### src/rtl/uart_pkg.sv
// Shared encodings, FSM states and the parity helper for the UART core.
package uart_pkg;

  localparam int PAR_NONE = 0;
  localparam int PAR_EVEN = 1;
  localparam int PAR_ODD  = 2;

  typedef enum logic [2:0] {
    TX_IDLE, TX_START, TX_DATA, TX_PARITY, TX_STOP
  } tx_state_e;

  typedef enum logic [2:0] {
    RX_IDLE, RX_START, RX_DATA, RX_PARITY, RX_STOP
  } rx_state_e;

  // Callers zero-extend narrower payloads; the extra zeros do not change the XOR.
  function automatic logic parity_bit(input logic [8:0] data, input int mode);
    return (^data) ^ (mode == PAR_ODD);
  endfunction

endpackage

### src/rtl/uart_core_param_if.sv
// Byte-level handshake bundle between the UART and its bus-side user.
interface uart_core_param_if #(
  parameter int DATA_BITS = 8
);
  logic [DATA_BITS-1:0] tx_data;
  logic                 tx_valid;
  logic                 tx_ready;
  logic [DATA_BITS-1:0] rx_data;
  logic                 rx_valid;
  logic                 rx_ready;
  logic                 rx_frame_err;
  logic                 rx_parity_err;
  logic                 rx_overrun;

  modport master (
    output tx_data, tx_valid, rx_ready,
    input  tx_ready, rx_data, rx_valid, rx_frame_err, rx_parity_err, rx_overrun
  );

  modport slave (
    input  tx_data, tx_valid, rx_ready,
    output tx_ready, rx_data, rx_valid, rx_frame_err, rx_parity_err, rx_overrun
  );
endinterface

### src/rtl/uart_tick_gen.sv
// Oversample clock-enable: one-cycle tick every CLK_DIV sysclk cycles.
module uart_tick_gen #(
  parameter int CLK_DIV = 27
) (
  input  logic clk_i,
  input  logic rst_i,
  output logic tick_o
);
  localparam int CW = (CLK_DIV > 1) ? $clog2(CLK_DIV) : 1;

  logic [CW-1:0] cnt_q;

  assign tick_o = (cnt_q == CW'(CLK_DIV - 1));

  always_ff @(posedge clk_i or posedge rst_i) begin
    if (rst_i)       cnt_q <= '0;
    else if (tick_o) cnt_q <= '0;
    else             cnt_q <= cnt_q + 1'b1;
  end
endmodule

### src/rtl/uart_core_param.sv
// Full-duplex UART on a single clock: TX and RX FSMs advanced by a shared oversample tick.
// TX bit timing counts OVERSAMPLE ticks per bit; RX samples mid-bit after a 2-FF synchroniser.
module uart_core_param
  import uart_pkg::*;
#(
  parameter int CLK_DIV    = 27,
  parameter int OVERSAMPLE = 16,
  parameter int DATA_BITS  = 8,
  parameter int PARITY     = 0,
  parameter int STOP_BITS  = 1
) (
  input  logic             sysclk,
  input  logic             reset,
  input  logic             rxd,
  output logic             txd,
  uart_core_param_if.slave bus
);
  localparam int PW = $clog2(OVERSAMPLE);
  localparam logic [PW-1:0] PH_LAST = PW'(OVERSAMPLE - 1);
  localparam logic [PW-1:0] PH_MID  = PW'(OVERSAMPLE / 2 - 1);

  logic tick;

  uart_tick_gen #(.CLK_DIV(CLK_DIV)) u_tick (
    .clk_i  (sysclk),
    .rst_i  (reset),
    .tick_o (tick)
  );

  tx_state_e            tx_state_q;
  logic [PW-1:0]        tx_phase_q;
  logic [3:0]           tx_bit_q;
  logic                 tx_stop_q;
  logic [DATA_BITS-1:0] tx_shift_q;
  logic                 tx_par_q;
  logic                 tx_txd_q;
  logic                 tx_bit_end, tx_done, tx_accept;

  assign tx_bit_end   = tick && (tx_phase_q == PH_LAST);
  assign tx_done      = (tx_state_q == TX_STOP) && tx_bit_end && (tx_stop_q == 1'(STOP_BITS - 1));
  // Ready during the final stop cycle lets the next frame start with no idle gap.
  assign bus.tx_ready = (tx_state_q == TX_IDLE) || tx_done;
  assign tx_accept    = bus.tx_valid && bus.tx_ready;
  assign txd          = tx_txd_q;

  always_ff @(posedge sysclk or posedge reset) begin
    if (reset) begin
      tx_state_q <= TX_IDLE;
      tx_phase_q <= '0;
      tx_bit_q   <= '0;
      tx_stop_q  <= 1'b0;
      tx_shift_q <= '0;
      tx_par_q   <= 1'b0;
      tx_txd_q   <= 1'b1;
    end else begin
      if (tick && tx_state_q != TX_IDLE)
        tx_phase_q <= tx_bit_end ? '0 : tx_phase_q + 1'b1;
      if (tx_accept) begin
        tx_state_q <= TX_START;
        tx_phase_q <= '0;
        tx_shift_q <= bus.tx_data;
        tx_par_q   <= parity_bit(9'(bus.tx_data), PARITY);
        tx_txd_q   <= 1'b0;
      end else if (tx_bit_end) begin
        case (tx_state_q)
          TX_START: begin
            tx_state_q <= TX_DATA;
            tx_bit_q   <= '0;
            tx_txd_q   <= tx_shift_q[0];
            tx_shift_q <= tx_shift_q >> 1;
          end
          TX_DATA: begin
            if (tx_bit_q == 4'(DATA_BITS - 1)) begin
              if (PARITY != PAR_NONE) begin
                tx_state_q <= TX_PARITY;
                tx_txd_q   <= tx_par_q;
              end else begin
                tx_state_q <= TX_STOP;
                tx_stop_q  <= 1'b0;
                tx_txd_q   <= 1'b1;
              end
            end else begin
              tx_bit_q   <= tx_bit_q + 1'b1;
              tx_txd_q   <= tx_shift_q[0];
              tx_shift_q <= tx_shift_q >> 1;
            end
          end
          TX_PARITY: begin
            tx_state_q <= TX_STOP;
            tx_stop_q  <= 1'b0;
            tx_txd_q   <= 1'b1;
          end
          TX_STOP: begin
            if (tx_done) tx_state_q <= TX_IDLE;
            else         tx_stop_q  <= tx_stop_q + 1'b1;
          end
          default: ;
        endcase
      end
    end
  end

  logic                 rx_s1_q, rx_s2_q;
  rx_state_e            rx_state_q;
  logic [PW-1:0]        rx_phase_q;
  logic [3:0]           rx_bit_q;
  logic [DATA_BITS-1:0] rx_shift_q;
  logic                 rx_par_q, rx_brk_q;
  logic [DATA_BITS-1:0] rx_data_q;
  logic                 rx_valid_q, rx_ferr_q, rx_perr_q, rx_ovr_q;
  logic                 rx_sample, rx_consume;

  always_ff @(posedge sysclk or posedge reset) begin
    if (reset) begin
      rx_s1_q <= 1'b1;
      rx_s2_q <= 1'b1;
    end else begin
      rx_s1_q <= rxd;
      rx_s2_q <= rx_s1_q;
    end
  end

  assign rx_sample  = (rx_state_q == RX_START) ? (rx_phase_q == PH_MID) : (rx_phase_q == PH_LAST);
  assign rx_consume = rx_valid_q && bus.rx_ready;

  always_ff @(posedge sysclk or posedge reset) begin
    if (reset) begin
      rx_state_q <= RX_IDLE;
      rx_phase_q <= '0;
      rx_bit_q   <= '0;
      rx_shift_q <= '0;
      rx_par_q   <= 1'b0;
      rx_brk_q   <= 1'b0;
      rx_data_q  <= '0;
      rx_valid_q <= 1'b0;
      rx_ferr_q  <= 1'b0;
      rx_perr_q  <= 1'b0;
      rx_ovr_q   <= 1'b0;
    end else begin
      rx_ovr_q <= 1'b0;
      if (rx_consume) rx_valid_q <= 1'b0;
      if (rx_state_q == RX_IDLE) begin
        // After a break, start detection re-arms only once the line has gone high.
        if (rx_brk_q) begin
          if (rx_s2_q) rx_brk_q <= 1'b0;
        end else if (tick && !rx_s2_q) begin
          rx_state_q <= RX_START;
          rx_phase_q <= '0;
        end
      end else if (tick) begin
        if (!rx_sample) begin
          rx_phase_q <= rx_phase_q + 1'b1;
        end else begin
          rx_phase_q <= '0;
          case (rx_state_q)
            RX_START: begin
              if (rx_s2_q) rx_state_q <= RX_IDLE;
              else begin
                rx_state_q <= RX_DATA;
                rx_bit_q   <= '0;
              end
            end
            RX_DATA: begin
              rx_shift_q <= {rx_s2_q, rx_shift_q[DATA_BITS-1:1]};
              rx_bit_q   <= rx_bit_q + 1'b1;
              if (rx_bit_q == 4'(DATA_BITS - 1))
                rx_state_q <= (PARITY != PAR_NONE) ? RX_PARITY : RX_STOP;
            end
            RX_PARITY: begin
              rx_par_q   <= rx_s2_q;
              rx_state_q <= RX_STOP;
            end
            RX_STOP: begin
              rx_state_q <= RX_IDLE;
              rx_brk_q   <= !rx_s2_q;
              if (!rx_valid_q || rx_consume) begin
                rx_data_q  <= rx_shift_q;
                rx_ferr_q  <= !rx_s2_q;
                rx_perr_q  <= (PARITY != PAR_NONE) &&
                              (rx_par_q != parity_bit(9'(rx_shift_q), PARITY));
                rx_valid_q <= 1'b1;
              end else begin
                rx_ovr_q <= 1'b1;
              end
            end
            default: rx_state_q <= RX_IDLE;
          endcase
        end
      end
    end
  end

  assign bus.rx_data       = rx_data_q;
  assign bus.rx_valid      = rx_valid_q;
  assign bus.rx_frame_err  = rx_ferr_q;
  assign bus.rx_parity_err = rx_perr_q;
  assign bus.rx_overrun    = rx_ovr_q;
endmodule
### src/flat_wrapper.sv
// flat-port wrapper written by rule: the top's interface ports become plain ports
module uart_core_param_flat import uart_pkg::*;
#(
  parameter int CLK_DIV    = 27,
  parameter int OVERSAMPLE = 16,
  parameter int DATA_BITS  = 8,
  parameter int PARITY     = 0,
  parameter int STOP_BITS  = 1
)
  (sysclk, reset, rxd, txd, bus_tx_data, bus_tx_valid, bus_rx_ready, bus_tx_ready, bus_rx_data, bus_rx_valid, bus_rx_frame_err, bus_rx_parity_err, bus_rx_overrun);
  uart_core_param_if #(.DATA_BITS(DATA_BITS)) bus_i ();
  input  logic sysclk;
  input  logic reset;
  input  logic rxd;
  output logic txd;
  input wire logic [$bits(bus_i.tx_data)-1:0] bus_tx_data;
  input wire logic [$bits(bus_i.tx_valid)-1:0] bus_tx_valid;
  input wire logic [$bits(bus_i.rx_ready)-1:0] bus_rx_ready;
  output wire logic [$bits(bus_i.tx_ready)-1:0] bus_tx_ready;
  output wire logic [$bits(bus_i.rx_data)-1:0] bus_rx_data;
  output wire logic [$bits(bus_i.rx_valid)-1:0] bus_rx_valid;
  output wire logic [$bits(bus_i.rx_frame_err)-1:0] bus_rx_frame_err;
  output wire logic [$bits(bus_i.rx_parity_err)-1:0] bus_rx_parity_err;
  output wire logic [$bits(bus_i.rx_overrun)-1:0] bus_rx_overrun;
  assign bus_i.tx_data = bus_tx_data;
  assign bus_i.tx_valid = bus_tx_valid;
  assign bus_i.rx_ready = bus_rx_ready;
  assign bus_tx_ready = bus_i.tx_ready;
  assign bus_rx_data = bus_i.rx_data;
  assign bus_rx_valid = bus_i.rx_valid;
  assign bus_rx_frame_err = bus_i.rx_frame_err;
  assign bus_rx_parity_err = bus_i.rx_parity_err;
  assign bus_rx_overrun = bus_i.rx_overrun;
  uart_core_param #(.CLK_DIV(CLK_DIV), .OVERSAMPLE(OVERSAMPLE), .DATA_BITS(DATA_BITS), .PARITY(PARITY), .STOP_BITS(STOP_BITS)) u_core (.sysclk(sysclk), .reset(reset), .rxd(rxd), .txd(txd), .bus(bus_i));
endmodule
### config.mk
export PLATFORM = sky130hd
export DESIGN_NAME = uart_core_param_flat
export DESIGN_NICKNAME = d
export VERILOG_FILES = /design/src/rtl/uart_pkg.sv /design/src/rtl/uart_core_param_if.sv /design/src/rtl/uart_tick_gen.sv /design/src/rtl/uart_core_param.sv /design/src/flat_wrapper.sv
export SDC_FILE = /design/constraint.sdc
export NUM_CORES = 1
export LEC_CHECK = 0
export CAP_MARGIN = 20
export CORE_ASPECT_RATIO = 1.1
export CORE_MARGIN = 3
export CORE_UTILIZATION = 50
export CTS_BUF_LIST = sky130_fd_sc_hd__clkbuf_4
export CTS_CLUSTER_DIAMETER = 200
export DETAILED_ROUTE_END_ITERATION = 6
export PLACE_DENSITY_LB_ADDON = 0.12
export RECOVER_POWER = 25
export SYNTH_ARGS = -nofsm -noshare
export SYNTH_HDL_FRONTEND = slang
export SYNTH_HIERARCHICAL = 1
export SYNTH_SLANG_ARGS = --single-unit
### constraint.sdc
create_clock -name sysclk -period 2.6 [get_ports sysclk]
set_clock_uncertainty 0.15 [all_clocks]
set_input_delay 0.52 -clock sysclk [delete_from_list [all_inputs] [get_ports sysclk]]
set_output_delay 0.52 -clock sysclk [all_outputs]
set_load 0.005 [all_outputs]
==> run metrics <==
most frequent cells in the layout=56 x dfrtp_1, 22 x clkdlybuf4s50_1, 14 x nor2_1, 12 x buf_4, 11 x nand2_1; area leader, netlist=dfrtp_1; die width=76.89 um; initial antenna violation count=0; Port Buffers=25; Max Freq=0.4055 GHz; synthesized area per cell=11.37 sq um; Initial DRT Pass Iterations=4; Fillers=417; Placed Cells=342; Req. time, crit path=2780 ps; RSZ-0062 raised after global routing=no; post-route ant nets=0; pwr/cell area=501.0 mW/mm^2; # setup viols final=0; drt total wl=5.170 mm; Leakage=1.547 nW; Reg clk slew, reported paths=110 ps; ANT cells=0; Crit. End Element=flip-flop; Worst-Margin Slew=772.2 ps; DR top layer=met4; vias in the first global route=1,998; Core Box Area=0.005169 sq mm; Finished Layout Cells=359; setup total negative slack=0 ps; Slowest cell on crit path=or4_4; Syn Nets=262; R2R Setup Slk=130 ps; vias per cell=5.568; largest net degree at the start of global routing=26; final hold viol count=0; # clock sinks=59; Post-synth EDFFs=0; GP Congestion=0.8147; TritonCTS Buffers=9; routed len/inst=14.40 um; status=completed; most common cell after layout, fill and taps aside=dfrtp_1; crit path cell chain=inv_1, ha_2, and4b_1, nand4_1, buf_4, or3_4, or4_4, a21oi_2; CTS HTree Levels=3; total number of vias=1,999; Overflow after GRT=0; die area=0.006457 sq mm; Die H=83.98 um; cell row count=27; gr usage total=18.01%; I/O pin count=27; Seq cells post-synth=59; Period minus WS final=2466 ps; Top delay family on crit path=simple AND/OR/NAND/NOR gates; Synth area leaders=dfrtp_1 51%, mux2_2 4.1%, mux2_1 3.7%, dfstp_2 2.9%, ha_1 2.7%; P&R area growth vs syn=19.78%; register area=0.001480 sq mm; CTS tree=done; Max Cap Viol=0; CP max FO=10; DR WL met3=148 um; layout cell share with drive strength beyond 1=19.16%; met1 WL=2.552 mm; Initial Utilization=53.47%; slowest stage delay, CP=530 ps; register area share after synthesis=53.55%; clk root buf=clkbuf_4; Max Root-Sink Buffers=2; Distinct cells, synth=56; Post-Syn Area=0.002764 sq mm; area occupied by multi-input gates=0.001229 sq mm; Worst IR Drop VDD=0.3749 mV; first-pass GRT wire length=9.273 mm; final core occ=64.05%; CP Data Arrival Time=2640 ps; drt initial violations=111; Period Utilization, post-route=94.85%; Mapped Cells=243; worst slew margin relative to its limit=48.46%; CTS hold repair buffers=0; worst slack at placement=89.48 ps; fin. max-slew vios=0; asr flop ratio synth=100.0%; Clock Latency Late Sink=400 ps; startpoint class of the critical path=flip-flop; top cell type's share of synthesized area=50.70%; hold crit path type=reg2reg; Min Hold Slack=217.1 ps; DRC Markers=0; # nets final=301; ys flop type=dfrtp_1; post-DP HPWL=3.498 mm; critical path class=reg2reg; met2 WL post-DR=2.393 mm; Buf+Inv Stages, Crit Path=2; setup slack after layout=133.9 ps; Ys Warns=6
==> report_power, final <==
| part | switching [mW] | internal (mW) |
|---|---|---|
| Combinational | 0.0286 | 0.0277 |
| Sequential | 0.00856 | 0.930 |
| Clock | 0.367 | 0.297 |
| Total | 0.404 | 1.25 |
==> cells in the mapped netlist (all sizes together) (5+ instances only) <==
library cell and n:
clkbuf 5, nand3 9, ha 6, nand2b 5, o21ai 13, a21oi 7, nor3 7, inv 7
and3 9, a221o 7, o31ai 5, nor2 15, nand2 11, buf 5, dfrtp 56, mux2 19
==> logic make-up after synthesis <==
| family | count (synthesis) | synth area share [%] |
|---|---|---|
| AND/OR/NAND/NOR | 85 | 18.20 |
| flip-flops | 59 | 53.55 |
| AO/OA/AOI/OAI | 52 | 13.63 |
| multiplexers | 20 | 8.103 |
| buffers and inverters | 17 | 2.716 |
| adder cells (fa/ha/maj) | 6 | 2.716 |
| XOR/XNOR | 3 | 0.9508 |
| other | 1 | 0.1357 |
==> timing repair <==
action	in CTS	in global routing
buffers inserted	2	1
endpoints found under the setup margin	1	4
resized for setup	4	5
pin swaps	2	4
cloned	0	0
==> final timing paths <==
kind	from	endpoint	depth (start not counted)
worst max-delay path	u_core/u_tick/cnt_q[0]	u_core/tx_bit_q[2]	8
worst min-delay path	u_core/rx_s1_q	u_core/rx_s2_q	0
worst max register to register	u_core/u_tick/cnt_q[0]	u_core/tx_bit_q[2]	8
worst min register to register	u_core/rx_s1_q	u_core/rx_s2_q	0
max in group asynchronous	reset	u_core/rx_phase_q[0]	3
min in group asynchronous	reset	u_core/u_tick/cnt_q[2]	2
==> stage by stage <==
step | power [mW] | cell area (sq um)
finish | 1.659 | 3311
global route | 1.729 | 3311
CTS | 1.687 | 3324
detailed placement | 1.018 | 3158
global placement | 1.017 | 3158
floorplan | 0.9832 | 2764
==> routing by layer <==
metal,vias up,track usage (%)
met2,34,26.47
met5,-,0
met1,977,24.98
met4,0,9.061
met3,5,3.996
li1,983,-
==> state kept, by name, summed over array words and instances (netlist names) <==
name and flops:
u_core/u_tick/cnt_q 5, u_core/txd 1, u_core/rx_brk_q 1, u_core/rx_s2_q 1, u_core/tx_stop_q 1, u_core/bus.rx_data 8
u_core/tx_bit_q 4, u_core/tx_phase_q 4, u_core/bus.rx_overrun 1, u_core/rx_phase_q 4, u_core/tx_state_q 3, u_core/bus.rx_valid 1
u_core/rx_shift_q 8, u_core/rx_bit_q 4, u_core/tx_shift_q 8, u_core/rx_s1_q 1, u_core/rx_state_q 3, u_core/bus.rx_frame_err 1
==> cell type report <==
class / instances / share of cell area, %
well taps: 72 / 2.721
repair buffers: 38 / 10.28
clock inverters: 7 / 2.343
inverters: 7 / 0.7936
multi-input cells: 167 / 37.11
clock buffers: 9 / 2.041
flip-flops and latches: 59 / 44.71
Power figures use the tool's default switching activity.
